**config.mk**
```make
export PLATFORM = sky130hd
export DESIGN_NAME = uart_rx_fifo_flat
export DESIGN_NICKNAME = d
export VERILOG_FILES = /design/src/rtl/apple_io_pkg.sv /design/src/rtl/uart_rx_fifo_if.sv /design/src/rtl/sync_fifo.sv /design/src/rtl/uart_rx_fifo.sv /design/src/flat_wrapper.sv
export SDC_FILE = /design/constraint.sdc
export NUM_CORES = 1
export LEC_CHECK = 0
export CAP_MARGIN = 10
export CORE_UTILIZATION = 54
export DETAILED_ROUTE_END_ITERATION = 6
export PLACE_DENSITY = 0.81
export SYNTH_ARGS = -nofsm -noshare
export SYNTH_HDL_FRONTEND = slang
export SYNTH_HIERARCHICAL = 1
export SYNTH_SLANG_ARGS = --single-unit
export TNS_END_PERCENT = 30
```
**constraint.sdc**
```tcl
create_clock -name clk -period 3.9 [get_ports clk]
set_input_delay 0.585 -clock clk [delete_from_list [all_inputs] [get_ports clk]]
set_output_delay 0.585 -clock clk [all_outputs]
set_load 0.02 [all_outputs]
```
**src/rtl/apple_io_pkg.sv**
```systemverilog
// Shared Apple-1 I/O constants: PIA/LED address map, ASCII case constants,
// and the lowercase-to-uppercase helper used by the UART receive path.
package apple_io_pkg;

    localparam logic [15:0] ADDR_KBD      = 16'hD010;
    localparam logic [15:0] ADDR_KBDCR    = 16'hD011;
    localparam logic [15:0] ADDR_DSP      = 16'hD012;
    localparam logic [15:0] ADDR_LED      = 16'hD000;
    localparam logic [15:0] ADDR_LED_KEYS = 16'hD020;

    localparam logic [7:0] ASCII_LC_A     = 8'h61;
    localparam logic [7:0] ASCII_LC_Z     = 8'h7A;
    localparam logic [7:0] ASCII_CASE_OFS = 8'h20;

    // The Apple-1 character set has no lowercase, so 'a'..'z' are folded up.
    function automatic logic [7:0] to_upper(input logic [7:0] b);
        if (b >= ASCII_LC_A && b <= ASCII_LC_Z)
            return b - ASCII_CASE_OFS;
        return b;
    endfunction

endpackage

```
**src/rtl/uart_rx_fifo_if.sv**
```systemverilog
// Bus between the UART receiver / CPU read strobe side and the keyboard
// receive buffer. master drives the strobes, slave is the buffer itself.
interface uart_rx_fifo_if #(
    parameter int DEPTH = 16
);
    localparam int LW = $clog2(DEPTH) + 1;

    logic          rx_valid;
    logic [7:0]    rx_data;
    logic          rx_error;
    logic          rd_pop;
    logic          err_clr;
    logic [7:0]    kbd_data;
    logic          kbd_ready;
    logic          cts_hold;
    logic [LW-1:0] level;
    logic          overflow;
    logic          frame_err;

    modport master (
        output rx_valid, rx_data, rx_error, rd_pop, err_clr,
        input  kbd_data, kbd_ready, cts_hold, level, overflow, frame_err
    );

    modport slave (
        input  rx_valid, rx_data, rx_error, rd_pop, err_clr,
        output kbd_data, kbd_ready, cts_hold, level, overflow, frame_err
    );

endinterface

```
**src/rtl/sync_fifo.sv**
```systemverilog
// Generic single-clock FIFO: register storage with combinational head read,
// modulo-DEPTH pointers and an explicit occupancy counter.
module sync_fifo #(
    parameter int DEPTH = 16,
    parameter int WIDTH = 8
) (
    input  logic                       clk,
    input  logic                       reset_n,
    input  logic                       push,
    input  logic [WIDTH-1:0]           wr_data,
    input  logic                       pop,
    output logic [WIDTH-1:0]           rd_data,
    output logic [$clog2(DEPTH):0]     level,
    output logic                       empty,
    output logic                       full,
    output logic                       dropped
);
    localparam int AW = $clog2(DEPTH);
    localparam int LW = AW + 1;

    logic [WIDTH-1:0] mem [DEPTH];
    logic [AW-1:0]    wr_ptr;
    logic [AW-1:0]    rd_ptr;
    logic             do_push;
    logic             do_pop;

    assign empty   = (level == '0);
    assign full    = (level == LW'(DEPTH));
    assign do_pop  = pop && !empty;
    // A pop in the same cycle frees the slot, so a full FIFO still accepts.
    assign do_push = push && (!full || do_pop);
    assign dropped = push && !do_push;
    assign rd_data = mem[rd_ptr];

    always_ff @(posedge clk) begin
        if (do_push)
            mem[wr_ptr] <= wr_data;
    end

    always_ff @(posedge clk or negedge reset_n) begin
        if (!reset_n) begin
            wr_ptr <= '0;
            rd_ptr <= '0;
            level  <= '0;
        end else begin
            if (do_push)
                wr_ptr <= wr_ptr + 1'b1;
            if (do_pop)
                rd_ptr <= rd_ptr + 1'b1;
            case ({do_push, do_pop})
                2'b10:   level <= level + 1'b1;
                2'b01:   level <= level - 1'b1;
                default: level <= level;
            endcase
        end
    end

endmodule

```
**src/rtl/uart_rx_fifo.sv**
```systemverilog
// UART receive buffer feeding the Apple-1 keyboard port ($D010/$D011), with
// CTS flow control and sticky error flags. UART_RX_UPCASE_EN folds a..z to A..Z.
module uart_rx_fifo
    import apple_io_pkg::*;
#(
    parameter int DEPTH      = 16,
    parameter int CTS_MARGIN = 4
) (
    input  logic           clk,
    input  logic           reset_n,
    uart_rx_fifo_if.slave  bus
);
    localparam int LW = $clog2(DEPTH) + 1;

    logic          push;
    logic [7:0]    wr_data;
    logic [7:0]    rd_data;
    logic [LW-1:0] level;
    logic          empty;
    logic          full;
    logic          dropped;
    logic          cts_q;
    logic          overflow_q;
    logic          frame_err_q;

    assign push = bus.rx_valid && !bus.rx_error;

`ifdef UART_RX_UPCASE_EN
    assign wr_data = to_upper(bus.rx_data);
`else
    assign wr_data = bus.rx_data;
`endif

    sync_fifo #(
        .DEPTH (DEPTH),
        .WIDTH (8)
    ) u_fifo (
        .clk     (clk),
        .reset_n (reset_n),
        .push    (push),
        .wr_data (wr_data),
        .pop     (bus.rd_pop),
        .rd_data (rd_data),
        .level   (level),
        .empty   (empty),
        .full    (full),
        .dropped (dropped)
    );

    // Flags: a drop in the same cycle as err_clr keeps the flag set.
    always_ff @(posedge clk or negedge reset_n) begin
        if (!reset_n) begin
            cts_q       <= 1'b0;
            overflow_q  <= 1'b0;
            frame_err_q <= 1'b0;
        end else begin
            cts_q <= (level >= LW'(DEPTH - CTS_MARGIN)) || bus.rx_valid;

            if (dropped)
                overflow_q <= 1'b1;
            else if (bus.err_clr)
                overflow_q <= 1'b0;

            if (bus.rx_valid && bus.rx_error)
                frame_err_q <= 1'b1;
            else if (bus.err_clr)
                frame_err_q <= 1'b0;
        end
    end

    // Bit 7 always reads as 1 when a key is available, as Wozmon expects.
    assign bus.kbd_data  = empty ? 8'h00 : (rd_data | 8'h80);
    assign bus.kbd_ready = !empty;
    assign bus.cts_hold  = cts_q;
    assign bus.level     = level;
    assign bus.overflow  = overflow_q;
    assign bus.frame_err = frame_err_q;

endmodule

```
**src/flat_wrapper.sv**
```systemverilog
// flat-port wrapper written by rule: the top's interface ports become plain ports
module uart_rx_fifo_flat import apple_io_pkg::*;
#(
    parameter int DEPTH      = 16,
    parameter int CTS_MARGIN = 4
)
  (clk, reset_n, bus_rx_valid, bus_rx_data, bus_rx_error, bus_rd_pop, bus_err_clr, bus_kbd_data, bus_kbd_ready, bus_cts_hold, bus_level, bus_overflow, bus_frame_err);
  uart_rx_fifo_if #(.DEPTH(DEPTH)) bus_i ();
  input  logic clk;
  input  logic reset_n;
  input wire logic [$bits(bus_i.rx_valid)-1:0] bus_rx_valid;
  input wire logic [$bits(bus_i.rx_data)-1:0] bus_rx_data;
  input wire logic [$bits(bus_i.rx_error)-1:0] bus_rx_error;
  input wire logic [$bits(bus_i.rd_pop)-1:0] bus_rd_pop;
  input wire logic [$bits(bus_i.err_clr)-1:0] bus_err_clr;
  output wire logic [$bits(bus_i.kbd_data)-1:0] bus_kbd_data;
  output wire logic [$bits(bus_i.kbd_ready)-1:0] bus_kbd_ready;
  output wire logic [$bits(bus_i.cts_hold)-1:0] bus_cts_hold;
  output wire logic [$bits(bus_i.level)-1:0] bus_level;
  output wire logic [$bits(bus_i.overflow)-1:0] bus_overflow;
  output wire logic [$bits(bus_i.frame_err)-1:0] bus_frame_err;
  assign bus_i.rx_valid = bus_rx_valid;
  assign bus_i.rx_data = bus_rx_data;
  assign bus_i.rx_error = bus_rx_error;
  assign bus_i.rd_pop = bus_rd_pop;
  assign bus_i.err_clr = bus_err_clr;
  assign bus_kbd_data = bus_i.kbd_data;
  assign bus_kbd_ready = bus_i.kbd_ready;
  assign bus_cts_hold = bus_i.cts_hold;
  assign bus_level = bus_i.level;
  assign bus_overflow = bus_i.overflow;
  assign bus_frame_err = bus_i.frame_err;
  uart_rx_fifo #(.DEPTH(DEPTH), .CTS_MARGIN(CTS_MARGIN)) u_core (.clk(clk), .reset_n(reset_n), .bus(bus_i));
endmodule
```
==> impl_metrics.csv <==
group,metric,value,unit
critical_path,path_cells,"buf_4 > mux4_2 > a22oi_1 > nand2_1 > nor2b_1 > clkdlybuf4s50_1",
power,powerDensity,774,nW/um^2
critical_path,ff2ff_path_depth,8,
yosys,syn_nets,325,
yosys,avgSynthCellArea,17.6,um^2
critical_path,path_max_fanout,16,
floorplan,coreArea,9370,um^2
clock_tree,clkSinkCount,128,
timing,relSlewSlack,43.8,%
final_layout,fillCellCount,612,
place,gp_congestion,0.795,
clock_tree,clock-root-buffer,"clkbuf_8",
global_route,antenna_found_initial,0,
floorplan,floorplan.initialDensity,56.7,%
timing,grt_setup_unrepaired,"no",
clock_tree,cts_post_setup_buffers_inserted,0,
place,place_hpwl,6610,um
critical_path,worst_path_largest_cell_delay,730,ps
critical_path,worstSetupStartpointType,"register",
routing,drc,0,
clock_tree,htree_levels,4,
critical_path,cp_data_arrival_time,3150,ps
critical_path,slowest_stage,"dfrtp_2",
floorplan,fp-row-count,35,
power,peakVddDrop,0.423,mV
critical_path,worstSetupPathType,"register to output pin",
timing,tightest_slew,842,ps
final_layout,nets,364,
place,io_buffers,29,
routing,vias,2917,
global_route,grt.total_usage,23.5,%
critical_path,r2r_end,"u_core/u_fifo/level[4]",
floorplan,die_area,10200,um^2
clock_tree,clk_path_buf_depth,2,
final_layout,final_common_cell,"edfxtp_1",
final_layout,n_antenna_cell,0,
routing,routed_wl,10900,um
floorplan,dieHeight,101,um
critical_path,setup.worst_path.start,"u_core/u_fifo/rd_ptr[0]",
status,status,"finished clean",
clock_tree,clk_latency,510,ps
critical_path,rr_startpoint,"u_core/u_fifo/level[1]",
clock_tree,path_clk_slew,60,ps
critical_path,cp-endpoint,"bus_kbd_data[6]",
yosys,netlist_area,5310,um^2
final_layout,final_cell_mix,"112 x edfxtp_1, 29 x clkdlybuf4s50_1, 28 x mux4_2",
clock_tree,numCtsBuffers,17,
global_route,grt_overflow,0,
timing,setup_violations,0,
final_layout,syn2layout_area_growth,19.0,%
yosys,syn_inst,302,
routing,via_per_inst,6.04,
clock_tree,ctsResizeCount,0,
power,leakagePower,2.17,nW
yosys,synth_warnings,6,
final_layout,layout-drive-gt1-share,20.3,%
routing,first_pass_iters,5,
power,power,0.00489,W
routing,wire_per_inst,22.6,um
run,drv_cap,0,
global_route,grt_pass1_wl,16500,um
timing,skew,8.51,ps
critical_path,endpoint_kind,"output pin",
timing,finalHoldViolCount,0,
routing,ant_nets,0,
global_route,grt_max_degree,20,
timing,setup_tns,0,ps
timing,period_needed,3740,ps
clock_tree,cts_hold_buf,0,
floorplan,die_w,101,um
routing,dr.first_iter.drc_count,225,
timing,finalCritPeriodShare,95.8,%
clock_tree,cts_tree,"built",
critical_path,cp.required,3310,ps
floorplan,ios,31,
timing,slew_violations,0,
critical_path,r2r_slack,1190,ps
global_route,grt_pass1_vias,2930,
min_path,holdCritPathClass,"register to register",
timing,fmax,0.268,GHz
[how the worst min path moves through the flow]
stage                         start                    to  cells past startpoint  slack (ps)
6_report        u_core/bus.overflow   u_core/bus.overflow                      1         490
5_1_grt        u_core/bus.frame_err  u_core/bus.frame_err                      1         530
4_1_cts         u_core/bus.overflow   u_core/bus.overflow                      1         500
3_5_place_dp    u_core/bus.overflow   u_core/bus.overflow                      1         480
2_1_floorplan               reset_n   u_core/bus.cts_hold                      0         290
3_3_place_gp    u_core/bus.overflow   u_core/bus.overflow                      1         470
[final cells by class]
| type | count | area, um^2 | share of cell area [%] |
|---|---|---|---|
| timing repair buffer | 37 | 350 | 5.54 |
| sequential | 128 | 3760 | 59.6 |
| multi-input combinational | 149 | 1440 | 22.7 |
| clock buffer | 18 | 418 | 6.61 |
| inverter | 8 | 30.0 | 0.475 |
| clock inverter | 14 | 158 | 2.49 |
| tap | 129 | 161 | 2.55 |
[power by group]
part	internal, W	total, W	switching [W]	leakage [nW]
combinational	0.000754	0.00153	0.000777	0.703
sequential	0.00163	0.00185	0.000226	1.20
clock	0.000920	0.00151	0.000592	0.268
total	0.00330	0.00489	0.00160	2.17
[metal layers]
metal  GRT usage, %  share of wire [%]  up-vias  routed length, um
li1               -                  -     1261                  -
met1           29.5                 39     1474               4210
met2           38.7                 52      156               5670
met3           5.38                6.7       26                734
met4           12.2                2.7        0                299
met5              0                  0        -                  0
[sequential cells by signal (all words and copies together) (netlist names)]
name / cells
u_core/u_fifo/wr_ptr: 4
u_core/u_fifo/level: 5
u_core/u_fifo/rd_ptr: 4
u_core/bus.frame_err: 1
u_core/bus.cts_hold: 1
u_core/bus.overflow: 1
u_core/u_fifo/mem: 112
[per-stage QoR]
stage / setup slack (ps) / utilization (%) / instances / hold WS (ps) / area, um^2
after CTS: 113 / 67.4 / 483 / 497 / 6320
final: 164 / 67.4 / 483 / 492 / 6320
after global routing: 30.6 / 67.4 / 483 / 530 / 6320
after floorplan: 1360 / - / 302 / 289 / 5310
after detailed placement: 638 / 61.3 / 451 / 484 / 5740
after global placement: 693 / 61.3 / 451 / 473 / 5740
[worst max-delay path, delay by kind of cell, from the launching register on]
family / cells / cell delay (ps)
buffers and inverters: 2 / 900
flip-flops: 1 / 730
multiplexers: 1 / 550
AO/OA/AOI/OAI: 1 / 230
AND/OR/NAND/NOR: 2 / 230
Power figures use the tool's default switching activity.
